==> config.mk <==
export PLATFORM = sky130hd
export DESIGN_NAME = blue_sprite_addr
export DESIGN_NICKNAME = d
export VERILOG_FILES = /design/src/rtl/blue_sprite_addr_pkg.sv /design/src/rtl/blue_sprite_addr_anim_seq.sv /design/src/rtl/blue_sprite_addr.sv
export SDC_FILE = /design/constraint.sdc
export NUM_CORES = 1
export LEC_CHECK = 0
export ABC_AREA = 1
export BUFFER_PORTS_ARGS = -buffer_cell sky130_fd_sc_hd__buf_2
export CAP_MARGIN = 5
export CORE_MARGIN = 2
export CORE_UTILIZATION = 53
export DETAILED_ROUTE_END_ITERATION = 16
export PLACE_DENSITY = 0.83
export SYNTH_ARGS = -nofsm -noshare
export SYNTH_HDL_FRONTEND = slang
export SYNTH_SLANG_ARGS = --single-unit
==> constraint.sdc <==
create_clock -name clk -period 3.85 [get_ports clk]
set_input_delay 0.77 -clock clk [delete_from_list [all_inputs] [get_ports clk]]
set_output_delay 0.77 -clock clk [all_outputs]
set_load 0.03 [all_outputs]
==> src/rtl/blue_sprite_addr_pkg.sv <==
// ---------------------------------------------------------------------------
// blue_sprite_addr_pkg
// Shared definitions for the character sprite address / animation blocks and
// the downstream display stage.
//   anim_e        : animation selector encoding (STATIC / WALK_R / WALK_L)
//   SPR_W_DEF     : default sprite width in pixels
//   SPR_H_DEF     : default sprite height in pixels
//   ANIM_FRAMES   : number of frames in every animation loop
// ---------------------------------------------------------------------------
package blue_sprite_addr_pkg;

    typedef enum logic [1:0] {
        ANIM_STATIC = 2'd0,
        ANIM_WALK_R = 2'd1,
        ANIM_WALK_L = 2'd2
    } anim_e;

    localparam int SPR_W_DEF   = 40;
    localparam int SPR_H_DEF   = 40;
    localparam int ANIM_FRAMES = 4;

    // Map the two direction keys onto the requested animation. Both held or
    // both released means the character stands still.
    function automatic anim_e decode_req(input logic move_left, input logic move_right);
        if (move_left == move_right) return ANIM_STATIC;
        else if (move_right)         return ANIM_WALK_R;
        else                         return ANIM_WALK_L;
    endfunction

endpackage

==> src/rtl/blue_sprite_addr_anim_seq.sv <==
// ---------------------------------------------------------------------------
// blue_sprite_addr_anim_seq
// Animation sequencer: decodes the key request, holds the live animation
// state, divides the clock down to the frame rate and steps a 4-frame counter.
//   clk, rst       : clock, synchronous active-high reset
//   move_left_i    : left key held
//   move_right_i   : right key held
//   cur_st_o       : live animation state
//   live_fr_o      : live frame index 0..3
//   frame_tick_o   : one-cycle pulse, high in the cycle live_fr_o has just advanced
// ---------------------------------------------------------------------------
module blue_sprite_addr_anim_seq
    import blue_sprite_addr_pkg::*;
#(
    parameter int FRAME_DIV = 6000000
) (
    input  logic       clk,
    input  logic       rst,
    input  logic       move_left_i,
    input  logic       move_right_i,
    output anim_e      cur_st_o,
    output logic [1:0] live_fr_o,
    output logic       frame_tick_o
);

    localparam int DIV_W = (FRAME_DIV > 1) ? $clog2(FRAME_DIV) : 1;
    localparam logic [DIV_W-1:0] DIV_LAST = DIV_W'(FRAME_DIV - 1);

    anim_e            req;
    anim_e            cur_st_q, cur_st_d;
    logic [1:0]       live_fr_q, live_fr_d;
    logic [DIV_W-1:0] div_q, div_d;
    logic             tick_q, tick_d;

    always_comb begin
        // NOTE: every signal driven here gets a default first so that no path
        // leaves it unassigned, which would otherwise infer a latch.
        req       = decode_req(move_left_i, move_right_i);
        cur_st_d  = cur_st_q;
        live_fr_d = live_fr_q;
        div_d     = div_q;
        tick_d    = 1'b0;

        if (req != cur_st_q) begin
            // A new request restarts the animation from frame 0; it also wins
            // over a coincident divider terminal count, so no tick is issued.
            cur_st_d  = req;
            live_fr_d = 2'd0;
            div_d     = '0;
        end else if (div_q == DIV_LAST) begin
            div_d     = '0;
            live_fr_d = live_fr_q + 2'd1;
            tick_d    = 1'b1;
        end else begin
            div_d     = div_q + DIV_W'(1);
        end
    end

    always_ff @(posedge clk) begin
        // NOTE: state registers use non-blocking assignments so every flop
        // samples its pre-edge inputs regardless of statement order.
        if (rst) begin
            cur_st_q  <= ANIM_STATIC;
            live_fr_q <= 2'd0;
            div_q     <= '0;
            tick_q    <= 1'b0;
        end else begin
            cur_st_q  <= cur_st_d;
            live_fr_q <= live_fr_d;
            div_q     <= div_d;
            tick_q    <= tick_d;
        end
    end

    assign cur_st_o     = cur_st_q;
    assign live_fr_o    = live_fr_q;
    assign frame_tick_o = tick_q;

endmodule

==> src/rtl/blue_sprite_addr.sv <==
// ---------------------------------------------------------------------------
// blue_sprite_addr
// Address generation for the blue character sprite: registered ROM address
// and in-box flag for the current scan position, plus the animation selector
// and frame index latched once per video frame at scan point (0,0).
//   clk, rst     : clock, synchronous active-high reset
//   h_cnt, v_cnt : current VGA scan column / row
//   pos_x, pos_y : sprite top-left corner
//   move_left    : left key held
//   move_right   : right key held
//   sprite_addr  : ROM address for the scan pixel (0 outside the box), 1 cycle
//   sprite_hit   : scan pixel inside sprite box, aligned with sprite_addr
//   sprite_hit_d : sprite_hit delayed one cycle, aligned with ROM data
//   anim_sel     : displayed animation (anim_e encoding)
//   frame_idx    : displayed frame 0..3
//   frame_tick   : pulse when the live frame counter advances
// ---------------------------------------------------------------------------
module blue_sprite_addr
    import blue_sprite_addr_pkg::*;
#(
    parameter int SPR_W     = SPR_W_DEF,
    parameter int SPR_H     = SPR_H_DEF,
    parameter int ADDR_W    = 11,
    parameter int FRAME_DIV = 6000000
) (
    input  logic              clk,
    input  logic              rst,
    input  logic [9:0]        h_cnt,
    input  logic [9:0]        v_cnt,
    input  logic [9:0]        pos_x,
    input  logic [9:0]        pos_y,
    input  logic              move_left,
    input  logic              move_right,
    output logic [ADDR_W-1:0] sprite_addr,
    output logic              sprite_hit,
    output logic              sprite_hit_d,
    output logic [1:0]        anim_sel,
    output logic [1:0]        frame_idx,
    output logic              frame_tick
);

    anim_e      cur_st;
    logic [1:0] live_fr;

    blue_sprite_addr_anim_seq #(
        .FRAME_DIV (FRAME_DIV)
    ) u_anim_seq (
        .clk          (clk),
        .rst          (rst),
        .move_left_i  (move_left),
        .move_right_i (move_right),
        .cur_st_o     (cur_st),
        .live_fr_o    (live_fr),
        .frame_tick_o (frame_tick)
    );

    // ---------------- hit test and address ----------------
    logic [10:0]       x_lo, x_hi, y_lo, y_hi, h_ext, v_ext;
    logic              hit_d;
    logic [9:0]        col, row, col_m;
    logic [ADDR_W-1:0] addr_d;

    anim_e             anim_sel_q;
    logic [1:0]        frame_idx_q;
    logic              hit_q, hit_dly_q;
    logic [ADDR_W-1:0] addr_q;

    always_comb begin
        // Box bounds are formed at 11 bits so a sprite near the right/bottom
        // edge cannot wrap its far bound back into the low columns.
        h_ext = {1'b0, h_cnt};
        v_ext = {1'b0, v_cnt};
        x_lo  = {1'b0, pos_x};
        y_lo  = {1'b0, pos_y};
        x_hi  = x_lo + 11'(SPR_W);
        y_hi  = y_lo + 11'(SPR_H);
        hit_d = (h_ext >= x_lo) && (h_ext < x_hi) && (v_ext >= y_lo) && (v_ext < y_hi);

        col = h_cnt - pos_x;
        row = v_cnt - pos_y;
        // Walking left reuses the walk-right frames mirrored. The latched
        // selector is used so the mirror only flips at a frame boundary.
        col_m = (anim_sel_q == ANIM_WALK_L) ? (10'(SPR_W - 1) - col) : col;

        addr_d = hit_d ? (ADDR_W'(row) * ADDR_W'(SPR_W) + ADDR_W'(col_m)) : '0;
    end

    always_ff @(posedge clk) begin
        if (rst) begin
            addr_q      <= '0;
            hit_q       <= 1'b0;
            hit_dly_q   <= 1'b0;
            anim_sel_q  <= ANIM_STATIC;
            frame_idx_q <= 2'd0;
        end else begin
            addr_q    <= addr_d;
            hit_q     <= hit_d;
            hit_dly_q <= hit_q;
            // Display selection changes only at the top-left scan point so a
            // frame is never drawn half in one pose and half in another.
            if ((h_cnt == 10'd0) && (v_cnt == 10'd0)) begin
                anim_sel_q  <= cur_st;
                frame_idx_q <= live_fr;
            end
        end
    end

    assign sprite_addr  = addr_q;
    assign sprite_hit   = hit_q;
    assign sprite_hit_d = hit_dly_q;
    assign anim_sel     = anim_sel_q;
    assign frame_idx    = frame_idx_q;

endmodule
==> results_dict.tcl <==
set metrics [dict create \
    status "complete, no violations" \
    slew_violations 0 \
    grt_pass1_vias 3966 \
    ff2ff_setup_slack_ns 1.14 \
    cts_buffers 5 \
    dpl.cell_count 788 \
    ctsHtreeMaxLevel 2 \
    power_density_nw_per_um2 344 \
    drtPass1Iterations 5 \
    hpwl_um 7670 \
    max_clock_freq_mhz 277 \
    post_dp_cell_area_um2 4630 \
    yosys.area_share.simple 0.337 \
    synthMuxAreaShare 0 \
    design_area_um2 4720 \
    rows 32 \
    clock_latency_ns 0.30 \
    wire_per_inst_um 11.5 \
    groute.usage.overall 0.228 \
    hp-class "reg -> reg" \
    slowest_stage "fa_1" \
    drc 0 \
    antenna_cells 0 \
    synth_seq_cells 45 \
    fin_crit_sh 0.936 \
    start_util 0.540 \
    setup.worst_path.end_class "register" \
    synth.cell_area_um2 4130 \
    drive_gt1_frac 0.148 \
    synthAdderAreaFrac 0.183 \
    grt.overflow.total 0 \
    ant_nets 0 \
    maxCapViolCount 0 \
    clock-sinks 45 \
    synth_cell_types 36 \
    cp-start-kind "primary input" \
    grt_pass1_wl_um 16400 \
    criticalPathCategory "in -> reg" \
    area_growth_pct 14.4 \
    cp_max_fo 4 \
    routed_wl_um 9180 \
    arrival_ns 3.79 \
    io_pins 62 \
    num_vias 4092 \
    crit_required_ns 4.03 \
    path_clk_slew_ns 0.09 \
    dp_slack_ns -0.0922 \
    wirelength_met1_um 4090 \
    clockBufferDepth 2 \
    gp_congestion 0.878 \
    drt_iter0_markers 150 \
    die_w_um 92.2 \
    synth_compound_area_frac 0.0891 \
    r2r_start "anim_sel[1]$_SDFFE_PP0P_" \
    dr_wl_met3_um 392 \
    worst_pin_slew_ns 0.761 \
    io_buffers 61 \
    fp.coreArea_um2 7650 \
    irDropWorstVdd_mv 0.183 \
    min_period_ns 3.60 \
    setup_viol 0 \
    ys_warn_count 0 \
    antenna_found_initial 0 \
    cts_root_buf "clkbuf_8" \
    rsz0062_at_grt "no" \
    die_area_um2 8510 \
    syn_area_per_cell_um2 6.71 \
    critPathCapture "sprite_addr[10]$_SDFF_PP0_" \
    skew_ns 0.00949 \
    die_y_um 92.2 \
    slew_headroom 0.491 \
    grt_max_degree 23 \
    top_layer_used "met4" \
    ys_seq_area_frac 0.218 \
    wl_met2_um 4560 \
    worstReg2RegEnd "sprite_addr[9]$_SDFF_PP0_" \
    synth-xor-area-share 0.0743 \
    worstPathCellList "buf_2, ha_1, or2_2, nand2_1, xor2_1, ha_1, ha_1, fa_1, xor2_1, ha_1, nand2_1, o21ai_0, a31oi_1, inv_1, nand3_1, a21oi_1" \
    p_leak_nw 2.43 \
    synth_top_family_by_area "simple AND/OR/NAND/NOR gates" \
    cts_tree "yes" \
    crit_top_cell "ha_1" \
    nets 795 \
    critPathMaxStageDelay_ns 0.41 \
    rr_worst_depth 12 \
    post-route-util 0.617 \
    hold_violations 0 \
    vias_per_cell 5.14 \
    crit_path_start "v_cnt[2]" \
    syn-num-nets 717 \
    fin_ws_ns 0.246 \
    fin_cells 796 \
    synth_cells 615 \
]
## critical path: cells and delay by family
kind	cells	cell delay, ns
adders and majority gates	5	1.52
buffers and inverters	2	0.16
and+or+nand+nor	4	0.58
AOI/OAI and AO/OA	3	0.34
xor gates and xnor gates	2	0.40
## stage by stage
| step | power [mW] | setup TNS, ns | hold slack [ns] |
|---|---|---|---|
| final | 1.62 | 0 | 0.444 |
| after floorplan | 1.09 | 0 | 0.429 |
| after CTS | 1.63 | 0 | 0.445 |
| after global routing | 1.77 | 0 | 0.468 |
| after global placement | 1.30 | -0.00702 | 0.421 |
| after detailed placement | 1.33 | -0.118 | 0.432 |
## state kept, by name, indices dropped and copies added, names as in the netlist
| name | count |
|---|---|
| u_anim_seq.div_q | 23 |
| sprite_addr | 11 |
| anim_sel | 2 |
| frame_idx | 2 |
| u_anim_seq.cur_st_o | 2 |
| u_anim_seq.live_fr_o | 2 |
| sprite_hit | 1 |
| sprite_hit_d | 1 |
| u_anim_seq.frame_tick_o | 1 |
## repair_timing
action                     in CTS  in global routing
hold buffers                    0                  0
resized for setup               0                  1
setup endpoints to repair       0                  1
buffers inserted                0                  0
## layer usage
| layer | vias to the layer above | track usage |
|---|---|---|
| li1 | 2139 | - |
| met1 | 1839 | 0.274 |
| met2 | 98 | 0.415 |
| met3 | 16 | 0.0386 |
| met4 | 0 | 0.0672 |
| met5 | - | 0 |
## worst min-delay path by stage
stage	startpoint	to	slack [ns]	cells after the start
3_5_place_dp	frame_idx[0]$_SDFFE_PP0P_	frame_idx[0]$_SDFFE_PP0P_	0.43	2
6_report	frame_idx[0]$_SDFFE_PP0P_	frame_idx[0]$_SDFFE_PP0P_	0.44	2
5_1_grt	frame_idx[1]$_SDFFE_PP0P_	frame_idx[1]$_SDFFE_PP0P_	0.47	2
3_3_place_gp	sprite_hit$_SDFF_PP0_	sprite_hit_d$_SDFF_PP0_	0.42	2
4_1_cts	frame_idx[0]$_SDFFE_PP0P_	frame_idx[0]$_SDFFE_PP0P_	0.45	2
2_1_floorplan	u_anim_seq.div_q[0]$_SDFF_PP0_	u_anim_seq.div_q[0]$_SDFF_PP0_	0.43	1
## Yosys cell counts
cell type | number | share of area
a21boi_0 | 1 | 0.0018
a21o_1 | 3 | 0.0055
a21oi_1 | 36 | 0.044
a31oi_1 | 3 | 0.0045
and2_1 | 2 | 0.0030
buf_4 | 1 | 0.0018
buf_6 | 2 | 0.0055
dfxtp_1 | 45 | 0.22
fa_1 | 4 | 0.019
ha_1 | 54 | 0.16
inv_1 | 99 | 0.090
inv_2 | 1 | 0.00091
nand2_1 | 137 | 0.12
nand2_2 | 2 | 0.0030
nand2_4 | 1 | 0.0027
nand3_1 | 30 | 0.036
nand3_2 | 3 | 0.0073
nand3b_1 | 4 | 0.0073
nand4_1 | 15 | 0.023
nor2_1 | 74 | 0.067
nor2_2 | 2 | 0.0030
nor2_4 | 3 | 0.0082
nor3_1 | 15 | 0.018
nor3b_1 | 4 | 0.0073
nor3b_2 | 1 | 0.0030
nor4_1 | 8 | 0.012
o21a_1 | 2 | 0.0036
o21ai_0 | 14 | 0.017
o21ai_1 | 1 | 0.0012
o21bai_1 | 4 | 0.0073
o21bai_2 | 1 | 0.0027
o31ai_1 | 1 | 0.0018
or2_1 | 1 | 0.0015
or2_2 | 6 | 0.0091
xnor2_1 | 5 | 0.011
xor2_1 | 30 | 0.064
## placed cells by master (no fill, tap or decap), types with 5 or more instances in the layout
cell	synthesis	layout
xor2_1	30	30
nand4_1	15	15
a21oi_1	36	35
ha_1	54	54
nor3_1	15	15
nand3_1	30	30
or2_2	6	6
xnor2_1	5	5
dfxtp_1	45	45
clkbuf_8	0	5
nor2_1	74	74
o21ai_0	14	14
buf_4	1	13
buf_2	0	61
nand2_1	137	137
nor4_1	8	8
inv_1	99	99
## layout make-up
cell class / count / area, µm²
multi-input cells: 467 / 2820
inverters: 100 / 375
well taps: 102 / 128
flip-flops and latches: 45 / 901
clock buffers: 5 / 68.8
clock inverters: 3 / 21.3
repair buffers: 74 / 403
fillers: 690 / 2930
## report_power, final
group	leakage [nW]	switching (mW)	internal (mW)
registers	0.363	0.00422	0.474
clock network	0.0445	0.166	0.129
logic	2.02	0.469	0.383
## cell families after synthesis
group / Yosys count
AND/OR/NAND/NOR: 308
flip-flops: 45
adder cells (fa/ha/maj): 58
XOR/XNOR: 35
buffers and inverters: 103
AO/OA/AOI/OAI: 66
Note: power is estimated with default switching activity, not from simulation.
